## src/rtl/tm_pkg.sv

```systemverilog
// ---------------------------------------------------------------------------
// tm_pkg : shared definitions for the Turing machine datapath.
//   dir_t          head direction carried by each transition
//   tape_state_t   control state of the tape unit
//   BLANK_SYM      value of the blank symbol (all cells reset to it)
// ---------------------------------------------------------------------------
package tm_pkg;

    typedef enum logic [1:0] {
        DIR_STAY  = 2'd0,
        DIR_LEFT  = 2'd1,
        DIR_RIGHT = 2'd2,
        DIR_HALT  = 2'd3
    } dir_t;

    typedef enum logic [1:0] {
        LOAD  = 2'd0,
        RUN   = 2'd1,
        HALT  = 2'd2,
        FAULT = 2'd3
    } tape_state_t;

    localparam int unsigned BLANK_SYM = 0;

endpackage

```

## src/rtl/tm_tape_mem.sv

```systemverilog
// ---------------------------------------------------------------------------
// tm_tape_mem : TAPE_LEN x SYM_W register array, one write port and one
// combinational read port with write-first forwarding. Synchronous clear.
//   clock   in   rising-edge clock
//   Reset   in   synchronous active-high clear of every cell to blank
//   we      in   write enable
//   waddr   in   write address
//   wdata   in   write data
//   raddr   in   read address
//   rdata   out  cell at raddr, or wdata when writing the same cell
// ---------------------------------------------------------------------------
module tm_tape_mem
    import tm_pkg::*;
#(
    parameter int SYM_W    = 2,
    parameter int TAPE_LEN = 64,
    parameter int ADDR_W   = $clog2(TAPE_LEN)
) (
    input  logic              clock,
    input  logic              Reset,
    input  logic              we,
    input  logic [ADDR_W-1:0] waddr,
    input  logic [SYM_W-1:0]  wdata,
    input  logic [ADDR_W-1:0] raddr,
    output logic [SYM_W-1:0]  rdata
);

    logic [SYM_W-1:0] mem_q [TAPE_LEN];

    // Cell storage: clear on reset, otherwise single-port write.
    always_ff @(posedge clock) begin
        if (Reset) begin
            for (int i = 0; i < TAPE_LEN; i++) begin
                mem_q[i] <= SYM_W'(BLANK_SYM);
            end
        end else if (we) begin
            mem_q[waddr] <= wdata;
        end
    end

    // Read port: forward the in-flight write so the caller sees write-first data.
    always_comb begin
        rdata = mem_q[raddr];
        if (we && (waddr == raddr)) begin
            rdata = wdata;
        end else begin
            rdata = mem_q[raddr];
        end
    end

endmodule

```

## src/rtl/tm_tape.sv

```systemverilog
// ---------------------------------------------------------------------------
// tm_tape : tape unit downstream of the TuringMachine. Loads the initial
// tape from the host, then applies each transition (write symbol at the
// head, move the head) and returns the registered symbol under the head.
//
// Configuration macro: TM_TAPE_WRAP_EN
//   defined     head wraps modulo TAPE_LEN, FAULT unreachable, fault = 0
//   undefined   boundary move is suppressed (write still happens) and the
//               unit enters FAULT
//
// Ports:
//   clock       in   rising-edge clock
//   Reset       in   synchronous active-high reset
//   load_valid  in   write load_sym at the load pointer (LOAD only)
//   load_sym    in   initial tape symbol
//   start       in   end of load, enter RUN with head at 0
//   step_valid  in   transition available
//   step_ready  out  high in RUN (state decode)
//   write_sym   in   symbol written at the head
//   direction   in   0 stay, 1 left, 2 right, 3 halt
//   read_sym    out  registered symbol under the head
//   head_pos    out  current head index
//   halted      out  high in HALT
//   fault       out  high in FAULT
// ---------------------------------------------------------------------------
module tm_tape
    import tm_pkg::*;
#(
    parameter int SYM_W    = 2,
    parameter int TAPE_LEN = 64,
    parameter int ADDR_W   = $clog2(TAPE_LEN)
) (
    input  logic              clock,
    input  logic              Reset,
    input  logic              load_valid,
    input  logic [SYM_W-1:0]  load_sym,
    input  logic              start,
    input  logic              step_valid,
    output logic              step_ready,
    input  logic [SYM_W-1:0]  write_sym,
    input  logic [1:0]        direction,
    output logic [SYM_W-1:0]  read_sym,
    output logic [ADDR_W-1:0] head_pos,
    output logic              halted,
    output logic              fault
);

    localparam logic [ADDR_W-1:0] LAST_CELL = ADDR_W'(TAPE_LEN - 1);
    localparam logic [ADDR_W:0]   PTR_FULL  = (ADDR_W + 1)'(TAPE_LEN);

    tape_state_t       state_q, state_d;
    // One extra bit so the pointer can saturate at TAPE_LEN (tape full).
    logic [ADDR_W:0]   load_ptr_q, load_ptr_d;
    logic [ADDR_W-1:0] head_q, head_d;
    logic [SYM_W-1:0]  read_q, read_d;
    logic              halted_q, halted_d;
    logic              fault_q, fault_d;

    logic              mem_we;
    logic [ADDR_W-1:0] mem_waddr;
    logic [SYM_W-1:0]  mem_wdata;
    logic [ADDR_W-1:0] mem_raddr;
    logic [SYM_W-1:0]  mem_rdata;

    tm_tape_mem #(
        .SYM_W   (SYM_W),
        .TAPE_LEN(TAPE_LEN),
        .ADDR_W  (ADDR_W)
    ) u_mem (
        .clock(clock),
        .Reset(Reset),
        .we   (mem_we),
        .waddr(mem_waddr),
        .wdata(mem_wdata),
        .raddr(mem_raddr),
        .rdata(mem_rdata)
    );

    // Control and output registers.
    always_ff @(posedge clock) begin
        if (Reset) begin
            state_q    <= LOAD;
            load_ptr_q <= '0;
            head_q     <= '0;
            read_q     <= SYM_W'(BLANK_SYM);
            halted_q   <= 1'b0;
            fault_q    <= 1'b0;
        end else begin
            state_q    <= state_d;
            load_ptr_q <= load_ptr_d;
            head_q     <= head_d;
            read_q     <= read_d;
            halted_q   <= halted_d;
            fault_q    <= fault_d;
        end
    end

    // Next-state: load writes, start, and step execution with boundary handling.
    always_comb begin
        state_d    = state_q;
        load_ptr_d = load_ptr_q;
        head_d     = head_q;
        read_d     = read_q;
        mem_we     = 1'b0;
        mem_waddr  = head_q;
        mem_wdata  = write_sym;
        mem_raddr  = head_q;

        case (state_q)
            LOAD: begin
                if (load_valid && (load_ptr_q < PTR_FULL)) begin
                    mem_we     = 1'b1;
                    mem_waddr  = load_ptr_q[ADDR_W-1:0];
                    mem_wdata  = load_sym;
                    load_ptr_d = load_ptr_q + (ADDR_W + 1)'(1);
                end else begin
                    load_ptr_d = load_ptr_q;
                end
                if (start) begin
                    state_d   = RUN;
                    head_d    = '0;
                    mem_raddr = '0;
                    read_d    = mem_rdata;
                end else begin
                    state_d = LOAD;
                end
            end
            RUN: begin
                if (step_valid) begin
                    if (dir_t'(direction) == DIR_HALT) begin
                        state_d = HALT;
                    end else begin
                        mem_we    = 1'b1;
                        mem_waddr = head_q;
                        mem_wdata = write_sym;
                        case (dir_t'(direction))
                            DIR_LEFT: begin
                                if (head_q == '0) begin
`ifdef TM_TAPE_WRAP_EN
                                    head_d = LAST_CELL;
`else
                                    head_d  = head_q;
                                    state_d = FAULT;
`endif
                                end else begin
                                    head_d = head_q - ADDR_W'(1);
                                end
                            end
                            DIR_RIGHT: begin
                                if (head_q == LAST_CELL) begin
`ifdef TM_TAPE_WRAP_EN
                                    head_d = '0;
`else
                                    head_d  = head_q;
                                    state_d = FAULT;
`endif
                                end else begin
                                    head_d = head_q + ADDR_W'(1);
                                end
                            end
                            default: begin
                                head_d = head_q;
                            end
                        endcase
                        // Forwarding covers the stay / suppressed-move case.
                        mem_raddr = head_d;
                        read_d    = mem_rdata;
                    end
                end else begin
                    state_d = RUN;
                end
            end
            HALT: begin
                state_d = HALT;
            end
            FAULT: begin
                state_d = FAULT;
            end
            default: begin
                state_d = LOAD;
            end
        endcase
    end

    // Status flags registered from the next state so they align with head/read.
    always_comb begin
        halted_d = (state_d == HALT);
`ifdef TM_TAPE_WRAP_EN
        fault_d = 1'b0;
`else
        fault_d = (state_d == FAULT);
`endif
    end

    assign step_ready = (state_q == RUN);
    assign read_sym   = read_q;
    assign head_pos   = head_q;
    assign halted     = halted_q;
    assign fault      = fault_q;

endmodule

```

## config.mk

```make
export PLATFORM = sky130hd
export DESIGN_NAME = tm_tape
export DESIGN_NICKNAME = d
export VERILOG_FILES = /design/src/rtl/tm_pkg.sv /design/src/rtl/tm_tape_mem.sv /design/src/rtl/tm_tape.sv
export SDC_FILE = /design/constraint.sdc
export NUM_CORES = 1
export LEC_CHECK = 0
export ABC_AREA = 1
export CAP_MARGIN = 20
export CORE_MARGIN = 2
export CORE_UTILIZATION = 32
export DETAILED_ROUTE_END_ITERATION = 12
export DONT_BUFFER_PORTS = 1
export SYNTH_ARGS = -nofsm -noshare
export SYNTH_HDL_FRONTEND = slang
export SYNTH_HIERARCHICAL = 1
export SYNTH_SLANG_ARGS = --single-unit
```

## constraint.sdc

```tcl
create_clock -name clock -period 5.2 [get_ports clock]
set_clock_uncertainty 0.1 [all_clocks]
set_input_delay 1.04 -clock clock [delete_from_list [all_inputs] [get_ports clock]]
set_output_delay 1.04 -clock clock [all_outputs]
set_load 0.05 [all_outputs]
```

# Word-level counts from Yosys, hierarchy flattened
# Memories as Yosys holds them, arrays and structs flattened.
# Index checks and enable logic that the tools add are counted.
# W data, S select, Z words.
dict set report totals {
  register_bits 19
  mem_bits_rw 128
  inputBits 11
  output_inout_bits 11
  elab_cells 67
  n_memories 1
}
# name words width read_ports rd_ports_with_merged_regs wr line_no
set mem_list {}
lappend mem_list {u_mem.mem_q 64 2 1 0 64 tm_tape_mem.sv:28} ;# logic [SYM_W-1:0] mem_q [TAPE_LEN];
dict set report classes {
  add_sub_neg 3
  magnitude_cmp 1
  n_eq_ne 13
  muxes 35
  n_reduce_logical 8
}
# operator n
set ops {}
lappend ops {{$mux W6} 8}
lappend ops {{$pmux W6 S2} 2}
lappend ops {{$mux W2} 11}
lappend ops {{$eq A2 B2 Y1 const B} 6}
lappend ops {{$mux W1} 10}
lappend ops {{$pmux W2 S2} 2}
lappend ops {{$pmux W2 S4} 1}
lappend ops {{$add A7 B1 Y7 const B} 1}
lappend ops {{$lt A7 B7 Y1 const B} 1}
lappend ops {{$add A6 B1 Y6 const B} 1}
lappend ops {{$eq A6 B6 Y1} 1}
lappend ops {{$eq A6 B6 Y1 const B} 1}
lappend ops {{$logic_not A6 Y1} 1}
lappend ops {{$ne A2 B2 Y1 const B} 3}
lappend ops {{$sub A6 B1 Y6 const B} 1}
lappend ops {{$eq A2 B1 Y1 const B} 2}
lappend ops {{$reduce_and A4 Y1} 1}
lappend ops {{$logic_and A1 B1 Y1} 2}
lappend ops {{$logic_not A2 Y1} 1}
lappend ops {{$pmux W1 S2} 1}
lappend ops {{$reduce_and A2 Y1} 1}
lappend ops {{$reduce_bool A2 Y1} 1}
lappend ops {{$reduce_or A2 Y1} 1}

# Longest topological paths before layout
# Gate-level depths: netlist (run 1).
dict set report logic_depth {
  word_depth 12
  mapped_depth 25
  mapped_depth_nobuf 23
}

# By module
# Netlist (run 1), hierarchy kept.
# module instances cells_each area_each_um2 seq_area_each_um2
set by_module_without_submodules {}
lappend by_module_without_submodules {tm_tape_mem 1 763 6637.6 3843.7}
lappend by_module_without_submodules {tm_tape 1 220 1376.3 380.4}

# Least setup slack after synthesis (run 1)
# Ideal clock, no wire load.
dict set report synth_timing {
  kind {input port to flip-flop}
  startpoint {input direction[0]}
  endpoint {register read_q[0], in the netlist read_sym[0]}
  setup_ps 70
  arrival_time_ps 3250
  t_required_ps 5030
  setup_slack_ps 1781
  cell_stages 23
  path_buffers 2
  cell_sequence {inv_1 > ha_1 > nor3_4 > nand3_1 > o21ai_0 > nand2_1 > nand2_1 > inv_1 > inv_1 > buf_2 > buf_2 > nand2_1 > nand3_1 > nand3_1 > nand2_1 > nand2_1 > nand3_1 > nand3_1 > nand2_1 > nand2_1 > nand2_1 > o21ai_0 > a21oi_1}
}
dict set report synth_via {
  elab_chain_cells 11
  word_cells_on_any_way 20
  cone_classes {5 x eq/ne; 12 x mux; 2 x reduce/logical; 1 x memory}
}
# element line_no
set synth_lines {}
lappend synth_lines {{start: declaration} tm_tape.sv:41} ;# input logic [1:0] direction,
lappend synth_lines {{$eq A2 B2 Y1 / $eq A2 B1 Y1 (equally long branches)} tm_tape.sv:136} ;# case (dir_t'(direction))
lappend synth_lines {{$pmux W6 S2} tm_tape.sv:136}
lappend synth_lines {{$mux W6 * (2 in series)} -}
lappend synth_lines {{$pmux W6 S2 *} -}
lappend synth_lines {{net head_d[0]} tm_tape.sv:54} ;# logic [ADDR_W-1:0] head_q, head_d;
lappend synth_lines {{parallel branches: the longest is 2 deep, another holds $mem_v2 Z64 W2} -}
lappend synth_lines {{$mux W2 *} tm_tape_mem.sv:44} ;# if (we && (waddr == raddr)) begin
lappend synth_lines {{net mem_rdata[0]} tm_tape.sv:63} ;# logic [SYM_W-1:0] mem_rdata;
lappend synth_lines {{$mux W2} tm_tape.sv:130} ;# if (dir_t'(direction) == DIR_HALT) begin
lappend synth_lines {{$mux W2} tm_tape.sv:129} ;# if (step_valid) begin
lappend synth_lines {{$pmux W2 S2 *} tm_tape.sv:109} ;# case (state_q)
lappend synth_lines {{end signal: assignment} tm_tape.sv:85} ;# read_q <= SYM_W'(BLANK_SYM);
lappend synth_lines {{end signal: assignment} tm_tape.sv:92} ;# read_q <= read_d;
lappend synth_lines {{end: declaration} tm_tape.sv:55} ;# logic [SYM_W-1:0] read_q, read_d;
# Mark *: on every way through the listed nets, which the timed path passes. The select of a mux whose other input is x is not followed.
# A chain may end at the register's enable or synchronous reset.

# Worst setup path in the final report (run 1)
# Ends and elaborated chain as after synthesis.

==> summary.txt, run 1 <==
Run status
  – Status: finished, final reports clean

Placement
  – DP HPWL: 13200 um
  – I/O Buffers: 0
  – Placed cell area: 8280 sq um
  – Pre-CTS setup slack: 1090 ps
  – GPL Wtd Cong: 0.832
  – DP Cell Count: 1271

Drt
  – DR vias/cell: 5.03
  – WL per Instance: 15.5 um
  – Total wire length: 20200 um
  – Vias after detailed routing: 6552
  – DRT iter0 DRCs: 622
  – DR DRC count: 0
  – Routed Antenna Nets: 0
  – Initial DRT Pass Iterations: 5

Setup path
  – Arr. time, crit path: 3920 ps
  – Worst setup path class: in -> reg
  – Crit Path Max Fanout: 27
  – Crit-path cells: inv_1 -> ha_1 -> nor3_4 -> nand3_1 -> o21ai_0 -> nand2_1 -> nand2_1 -> inv_2 -> inv_2 -> buf_4 -> nand2_1 -> nand3_1 -> nand3_1 -> nand2_1 -> nand2_1 -> nand3_1 -> nand3_1 -> nand2_1 -> nand2_1 -> nand2_1 -> o21ai_0 -> a21oi_1
  – RR Endpoint: read_sym[0]
  – CP max stage delay: 370 ps
  – CP max stage cell: inv_2
  – Cell count along the critical path: 22
  – Crit end category: flop
  – WP buf/inv: 4
  – Worst R2R Path Depth: 21
  – Worst R2R Setup Slack: 1570 ps
  – Crit path max-delay family: simple AND/OR/NAND/NOR gates
  – Startpoint types: primary input
  – CP dominant cell by count: nand2_1
  – Reg-to-Reg Start: head_pos[3]
  – Crit path capture: read_sym[0]
  – Crit path launch: direction[0]
  – Worst path required time: 5450 ps

Finish
  – Final core occ: 36.1%
  – Post-route non-filler standard cell count: 1303
  – Share of layout cells above drive strength 1: 8.48%
  – Syn-to-layout area delta: 10.1%
  – Final #Nets: 984
  – Antenna cell count: 0
  – Fillers: 2452
  – Fin area: 8830 sq um

Power
  – Leak: 3.56 nW
  – Worst supply voltage drop on vdd: 0.211 mV
  – Pwr Total: 2.73 mW
  – Power Density: 310 nW/um^2

Floorplan
  – Die height: 162 um
  – Core area: 24500 sq um
  – # rows: 57
  – DIE AREA: 26300 sq um
  – Die X: 162 um
  – Initial Utilization: 32.8%
  – I/O Pins: 22

Timing
  – Final period utilization: 70.7%
  – Fin Setup TNS: 0 ps
  – Period minus WS final: 3670 ps
  – Final WS setup: 1530 ps
  – Unrepaired setup endpoints after global routing: no
  – Hold slack final: 393 ps
  – Worst slew pin tran: 997 ps
  – Setup Viol. Count Final: 0
  – Final Max Tran Viols: 0
  – Worst relative slew slack: 33.1%
  – Fmax: 272 MHz
  – Final Hold Fails: 0

Synth
  – Sequential area share after synthesis: 52.7%
  – Synthesized area per cell: 8.15 sq um
  – Syn_nets: 1001
  – Synth cell types: 33
  – Yosys warns: 6
  – Yosys reg bits: 147
  – Netlist Area Pre-Place: 8010 sq um
  – Post-Syn Instances: 983

Clocking
  – Post_cts resized: 0
  – H-tree Lvls: 4
  – Clock buffer depth: 2
  – Num Clock Sinks: 147
  – Clock-pin slew on the worst setup and hold paths: 60 ps
  – CTS Hold Bufs: 0
  – Clk Latency, worst-skew pair: 430 ps
  – CTS tree: yes
  – Total CTS buffers: 17
  – Setup bufs post-CTS: 0
  – Clk Tree Root Cell: clkbuf_16

Worst hold path
  – Hold Path Class: reg -> reg

Global route
  – Grt total ovfl: 0
  – Largest net degree at the start of global routing: 66
  – GR Util All Layers: 16.0%
  – Initial antenna violation count: 0
  – Global-route wire length before repair: 32400 um
  – Vias in the first global route: 6223

Job
  – Max-cap viol count: 0
-- cell families after synthesis --
logic type / after synthesis / synth area share [%]
simple gates: 689 / 37.9
fa+ha+maj: 7 / 1.09
xor+xnor: 4 / 0.437
buf+inv: 102 / 5.65
compound gates: 34 / 2.19
flops: 147 / 52.7
-- worst min-delay path by stage --
stage / from / endpoint / slack, ps / depth (start not counted)
6_report: load_ptr_q[1] / load_ptr_q[1] / 390 / 2
5_1_grt: load_ptr_q[5] / load_ptr_q[5] / 440 / 2
4_1_cts: load_ptr_q[1] / load_ptr_q[1] / 390 / 2
3_3_place_gp: load_ptr_q[1] / load_ptr_q[1] / 380 / 2
2_1_floorplan: load_ptr_q[1] / load_ptr_q[1] / 360 / 2
3_5_place_dp: load_ptr_q[1] / load_ptr_q[1] / 380 / 2
-- per-layer routing --
layer / global-route usage (%) / vias up / wire length (um) / share of wire (%)
met5: 0 / - / 0 / 0
met1: 21.4 / 3118 / 9150 / 45
li1: - / 3198 / - / -
met3: 3.42 / 31 / 1200 / 5.9
met4: 5.67 / 0 / 439 / 2.2
met2: 25.7 / 205 / 9440 / 47
-- power by group --
part	internal, mW	switching, mW	total (mW)	leakage (nW)
combinational	0.0594	0.191	0.250	1.82
sequential	1.32	0.0305	1.35	1.48
clock	0.657	0.474	1.13	0.260
-- cells in the final DEF (no fill, tap or decap), types with 3 or more instances in the layout --
master     count
inv_4          4
edfxtp_1     128
o21ai_1        3
inv_6          3
nand4_1       11
inv_1         39
ha_1           7
nor3_1         6
nand3_1      129
nor2_1       152
a21oi_1       18
nor3_2         4
nor4_4         8
nand2_1      360
clkinv_1       3
o21ai_0       11
inv_2          6
clkbuf_1       3
buf_4         16
clkbuf_16     17
nor2_2         3
xor2_1         4
dfxtp_1       19
nand2_2        7
-- final cells by class --
type	count	area, sq um	area share (%)
sequential	147	4220	47.9
multi-input combinational	734	3340	37.8
clock buffer	20	437	4.95
tap	324	405	4.59
inverter	50	198	2.24
timing repair buffer	16	120	1.36
clock inverter	12	106	1.20
-- synth_stat cells (all sizes together) --
library cell | number | area (sq um)
o31ai | 1 | 7.51
nor3 | 12 | 103
nor2 | 156 | 601
buf | 28 | 165
or2 | 2 | 12.5
clkinv | 1 | 3.75
nand3 | 132 | 683
inv | 49 | 194
ha | 7 | 87.6
xor2 | 4 | 35.0
edfxtp | 128 | 3840
o21a | 1 | 7.51
o21ai | 14 | 70.1
nor4 | 9 | 176
dfxtp | 19 | 380
nand4 | 11 | 68.8
clkbuf | 24 | 90.1
a21oi | 18 | 90.1
nand2 | 367 | 1400
-- registers in the layout, indices dropped and copies added, names as in the netlist --
name	cells
load_ptr_q	7
state_q	2
fault	1
u_mem/mem_q	128
read_sym	2
head_pos	6
halted	1
-- worst reg2reg max path: cells and delay by family, from the launching register on --
kind            cells  cell delay [ps]
buf+inv             3              710
simple gates       15             1530
compound gates      3              280
flops               1              910
No activity file was read; power rests on OpenSTA's default activity.
==> inputs of run 2 (changes only) <==
==> constraint.sdc (replaced) <==
create_clock -name clock -period 3.6 [get_ports clock]
set_clock_uncertainty 0.1 [all_clocks]
set_input_delay 0.72 -clock clock [delete_from_list [all_inputs] [get_ports clock]]
set_output_delay 0.72 -clock clock [all_outputs]
set_load 0.05 [all_outputs]
==> run 2 against run 1 <==
- total power up 46%
- via count up 0.34%
- flip-flop and latch count unchanged
- non-clock buffer count up 22
- count of clock-buffer cells in the layout down 2
- cell count up 1.7%
- routed wire length up 0.55%
- hold slack worse by 130 ps
- setup slack worse by 990 ps
- die area unchanged
==> summary.txt, run 2 (synthesis results as in run 1) <==
Run status
  – Status: finished, final reports clean

Finish
  – Max reg flops: 128
  – Register bank with the most flops: u_mem/mem_q
  – Antenna cell count: 0
  – Final #Nets: 1006
  – Syn-to-layout area delta: 13.0%
  – Commonest non-fill, non-tap cells in the layout: 360 x nand2_1, 152 x nor2_1, 129 x nand3_1
  – Share of layout cells above drive strength 1: 10.7%
  – Commonest non-fill, non-tap cell in the layout: nand2_1
  – Post-route non-filler standard cell count: 1325

Setup path
  – Crit path launch: head_pos[1]
  – Worst R2R Path Depth: 24
  – Startpoint types: flop
  – CP max stage cell: dfxtp_1
  – Worst setup path class: reg -> reg
  – Worst path required time: 3860 ps
  – Worst R2R Setup Slack: 530 ps
  – Crit path max-delay family: simple AND/OR/NAND/NOR gates
  – Reg-to-Reg Start: head_pos[1]
  – Crit path capture: read_sym[0]
  – Cell count along the critical path: 24
  – CP max stage delay: 460 ps
  – WP buf/inv: 3
  – CP dominant cell by count: nand2_1
  – Arr. time, crit path: 3320 ps
  – Crit end category: flop
  – Crit-path cells: ha_1 -> nand2_1 -> nor2_2 -> nand2_1 -> nand2_1 -> nand2_1 -> nand3_1 -> nand2_1 -> nand2_1 -> inv_2 -> inv_2 -> buf_12 -> nand2_1 -> nand3_1 -> nand3_1 -> nand2_1 -> nand2_1 -> nand3_1 -> nand3_1 -> nand2_1 -> nand2_1 -> nand2_1 -> o21ai_0 -> a21oi_1
  – RR Endpoint: read_sym[0]
  – Crit Path Max Fanout: 65

Global route
  – Grt total ovfl: 0
  – Largest net degree at the start of global routing: 66
  – Vias in the first global route: 6468
  – GR Util All Layers: 16.1%
  – Global-route wire length before repair: 32900 um
  – Initial antenna violation count: 0

Drt
  – M1 WL: 8700 um
  – Vias after detailed routing: 6574
  – Routed wl met3: 1370 um
  – WL met2: 9930 um
  – Initial DRT Pass Iterations: 5
  – Routed Antenna Nets: 0
  – WL per Instance: 15.4 um
  – DR DRC count: 0
  – DR vias/cell: 4.96
  – DRT iter0 DRCs: 553
  – Top Layer Used: met4
  – Total wire length: 20300 um

Clocking
  – Clock-pin slew on the worst setup and hold paths: 60 ps
  – Clk Latency, worst-skew pair: 430 ps
  – Clock buffer depth: 2
  – Total CTS buffers: 17
  – Num Clock Sinks: 147
  – H-tree Lvls: 4
  – Post_cts resized: 0
  – CTS tree: yes
  – CTS Hold Bufs: 0
  – Setup bufs post-CTS: 0
  – Clk Tree Root Cell: clkbuf_16

Floorplan
  – Initial Utilization: 32.8%
  – DIE AREA: 26300 sq um
  – Die height: 162 um
  – Die X: 162 um
  – # rows: 57
  – Core area: 24500 sq um
  – I/O Pins: 22

Timing
  – Final Hold Fails: 0
  – Final Max Tran Viols: 0
  – Final period utilization: 85.2%
  – Setup Viol. Count Final: 0
  – Worst relative slew slack: 59.9%
  – Unrepaired setup endpoints after global routing: no
  – Worst slew pin tran: 601 ps
  – Fin Setup TNS: 0 ps
  – Hold slack final: 259 ps
  – Fmax: 326 MHz
  – Period minus WS final: 3070 ps

Placement
  – DP Cell Count: 1293
  – DP HPWL: 13500 um
  – GPL Wtd Cong: 0.865
  – I/O Buffers: 0

Power
  – Leak: 3.70 nW
  – Pwr Total: 3.98 mW
  – Power Density: 440 nW/um^2
  – Worst supply voltage drop on vdd: 0.273 mV

Job
  – Max-cap viol count: 0

Worst hold path
  – Hold Path Class: in -> reg
==> run 2: cell types whose count changed in the layout (fill, tap and decap cells not counted) <==
| cell | delta |
|---|---|
| buf_4 | +17 |
| buf_12 | +5 |
| clkinv_2 | +3 |
| clkinvlp_4 | +1 |
| clkbuf_1 | -2 |
| clkinv_4 | -2 |
==> run 2: final cells by class <==
class,instances,area [sq um]
inverter,50,198
clock buffer,18,429
tap,324,405
clock inverter,14,111
sequential,147,4220
multi-input combinational,734,3340
fill,2454,15400
timing repair buffer,38,348
==> run 2: power by group <==
group          leakage [nW]  switching (mW)  internal, mW
Combinational          1.96           0.286         0.104
Sequential             1.48          0.0380          1.91
Clock                 0.262           0.701         0.943
==> run 2: worst min path at each step <==
stage | startpoint | endpoint | slack [ps] | cells past startpoint
CTS | Reset | head_pos[5] | 240 | 1
detailed placement | load_ptr_q[1] | load_ptr_q[1] | 390 | 2
floorplan | load_ptr_q[1] | load_ptr_q[1] | 360 | 2
global placement | load_ptr_q[1] | load_ptr_q[1] | 380 | 2
finish | Reset | head_pos[5] | 260 | 1
global route | Reset | head_pos[3] | 240 | 1
==> run 2: metrics by stage <==
step                      util, %  instance area (sq um)  worst slack, ps
after global routing         37.0                   9050              153
after detailed placement     34.8                   8510              248
after floorplan                 -                   8010              501
final                        37.0                   9050              533
after CTS                    37.0                   9050              560
after global placement       34.8                   8510              330
==> run 2: routing by layer <==
layer	vias up	global-route usage [%]
li1	3247	-
met1	3104	20.7
met2	201	27.5
met3	22	2.91
met4	0	5.39
met5	-	0
==> run 2: worst reg2reg max path, delay by kind of cell, from the launching register on <==
family,cells,cell delay [ps]
AND/OR/NAND/NOR,18,1570
flip-flops,1,460
buffers and inverters,3,390
adder cells (fa/ha/maj),1,250
AO/OA/AOI/OAI,2,210
==> inputs of run 3 (changes only) <==
--- a/config.mk
+++ b/config.mk
@@ -9,6 +9,7 @@
 export CAP_MARGIN = 20
 export CORE_MARGIN = 2
 export CORE_UTILIZATION = 32
+export CTS_BUF_LIST = sky130_fd_sc_hd__clkbuf_8
 export DETAILED_ROUTE_END_ITERATION = 12
 export DONT_BUFFER_PORTS = 1
 export SYNTH_ARGS = -nofsm -noshare
==> run 3 against run 2 <==
- first-iteration DRC count shrank 5.1%
- critical path depth did not move
- highest routed layer unchanged
- cell area down 2.1%
- largest cell class unchanged
- largest power group unchanged
- flip-flop and latch count did not move
- routed wire length is 0.53% lower
- combinational power barely moved
- count of clock-buffer cells in the layout shrank 1
- utilization down 0.78 points
- sequential power hardly changed
- maximum frequency increased by 0.32%
- total power shrank 12%
==> summary.txt, run 3 (synthesis results as in run 1) <==
Setup path
  – Worst path required time: 3900 ps
  – Crit end category: flop
  – Startpoint types: flop
  – Worst setup path class: reg -> reg
  – Crit path launch: head_pos[1]
  – Arr. time, crit path: 3360 ps
  – Reg-to-Reg Start: head_pos[1]
  – Crit Path Max Fanout: 65

Finish
  – Commonest non-fill, non-tap cells in the layout: 360 x nand2_1, 152 x nor2_1, 129 x nand3_1
  – Syn-to-layout area delta: 10.6%
  – Share of layout cells above drive strength 1: 10.7%
  – Final #Nets: 1006
  – Antenna cell count: 0
  – Max reg flops: 128
  – Commonest non-fill, non-tap cell in the layout: nand2_1
  – Register bank with the most flops: u_mem/mem_q
  – Final core occ: 36.2%

Worst hold path
  – Hold Path Class: in -> reg
  – Hold Startpoint: Reset

Floorplan
  – Die height: 162 um
  – I/O Pins: 22
  – DIE AREA: 26300 sq um
  – Initial Utilization: 32.8%
  – Die X: 162 um
  – # rows: 57
  – Core area: 24500 sq um

Clocking
  – H-tree Lvls: 4
  – Clock-pin slew on the worst setup and hold paths: 90 ps
  – Clk Latency, worst-skew pair: 460 ps
  – Clk Tree Root Cell: clkbuf_8
  – Setup bufs post-CTS: 0
  – CTS Hold Bufs: 0
  – Post_cts resized: 0
  – CTS tree: yes
  – Total CTS buffers: 17
  – Num Clock Sinks: 147
  – Clock buffer depth: 2

Global route
  – Grt total ovfl: 0
  – GR Layer Usage met2: 27.2%
  – Met1 Track Usage GR: 20.7%
  – Initial antenna violation count: 0
  – GRT busiest layer: met2
  – Largest net degree at the start of global routing: 66
  – Global-route wire length before repair: 32800 um
  – Routing usage on met3: 2.71%
  – GR Util All Layers: 16.1%
  – Vias in the first global route: 6400

Drt
  – DR vias/cell: 4.96
  – Vias after detailed routing: 6568
  – Initial DRT Pass Iterations: 5
  – DR DRC count: 0
  – Total wire length: 20200 um
  – WL per Instance: 15.3 um
  – DRT iter0 DRCs: 525
  – Routed Antenna Nets: 0

Timing
  – Final Max Tran Viols: 0
  – Final Hold Fails: 0
  – Fin Setup TNS: 0 ps
  – Unrepaired setup endpoints after global routing: no
  – Fmax: 327 MHz
  – Period minus WS final: 3060 ps
  – Final period utilization: 84.9%
  – Worst slew pin tran: 616 ps
  – Setup Viol. Count Final: 0
  – Worst relative slew slack: 58.8%

Placement
  – DP HPWL: 13500 um
  – I/O Buffers: 0
  – GPL Wtd Cong: 0.865

Run status
  – Status: finished, final reports clean

Power
  – Leak: 3.62 nW
  – Power Density: 397 nW/um^2
  – Worst supply voltage drop on vdd: 0.206 mV
  – Pwr Total: 3.52 mW

Job
  – Max-cap viol count: 0
[run 3: final cells by class]
cell class	instances	area, sq um
Sequential cell	147	4220
Clock inverter	15	115
Multi-Input combinational cell	734	3340
Clock buffer	17	234
Fill cell	2489	15600
Tap cell	324	405
Timing Repair Buffer	38	348
Inverter	50	198
[run 3: path summary, 6_finish.rpt]
path / endpoint / slack (ps) / depth (start not counted)
worst max-delay path: read_sym[0] / 540 / 24
worst min-delay path: head_pos[5] / 220 / 1
worst max register to register: read_sym[0] / 540 / 24
worst min register to register: load_ptr_q[1] / 410 / 2
[run 3: where the power goes]
| part | leakage, nW | total [mW] | switching (mW) | internal (mW) |
|---|---|---|---|---|
| clock | 0.178 | 1.18 | 0.648 | 0.537 |
| combinational | 1.96 | 0.389 | 0.285 | 0.104 |
| sequential | 1.48 | 1.94 | 0.0383 | 1.90 |
[run 3: worst max-delay path: stages, from the launching register on]
cell and delay (ps):
dfxtp_1 470, ha_1 250, nand2_1 100, nor2_2 160, nand2_1 90, nand2_1 110
nand2_1 70, nand3_1 60, nand2_1 50, nand2_1 100, inv_2 60, inv_2 60
buf_12 270, nand2_1 130, nand3_1 100, nand3_1 70, nand2_1 100, nand2_1 50
nand3_1 70, nand3_1 90, nand2_1 70, nand2_1 50, nand2_1 50, o21ai_0 80
a21oi_1 120
[run 3: layer usage]
metal | part of all wire (%) | vias up
li1 | - | 3245
met1 | 46 | 3131
met2 | 48 | 161
met3 | 4.2 | 31
met4 | 2.3 | 0
met5 | 0 | -
[run 3: metrics by stage]
stage	hold WS, ps	instances	setup WS (ps)	area, sq um
final	219	1325	543	8860
after floorplan	356	983	501	8010
after detailed placement	390	1293	248	8510
after global routing	192	1325	147	8860
after CTS	190	1325	559	8860
after global placement	384	1293	330	8510
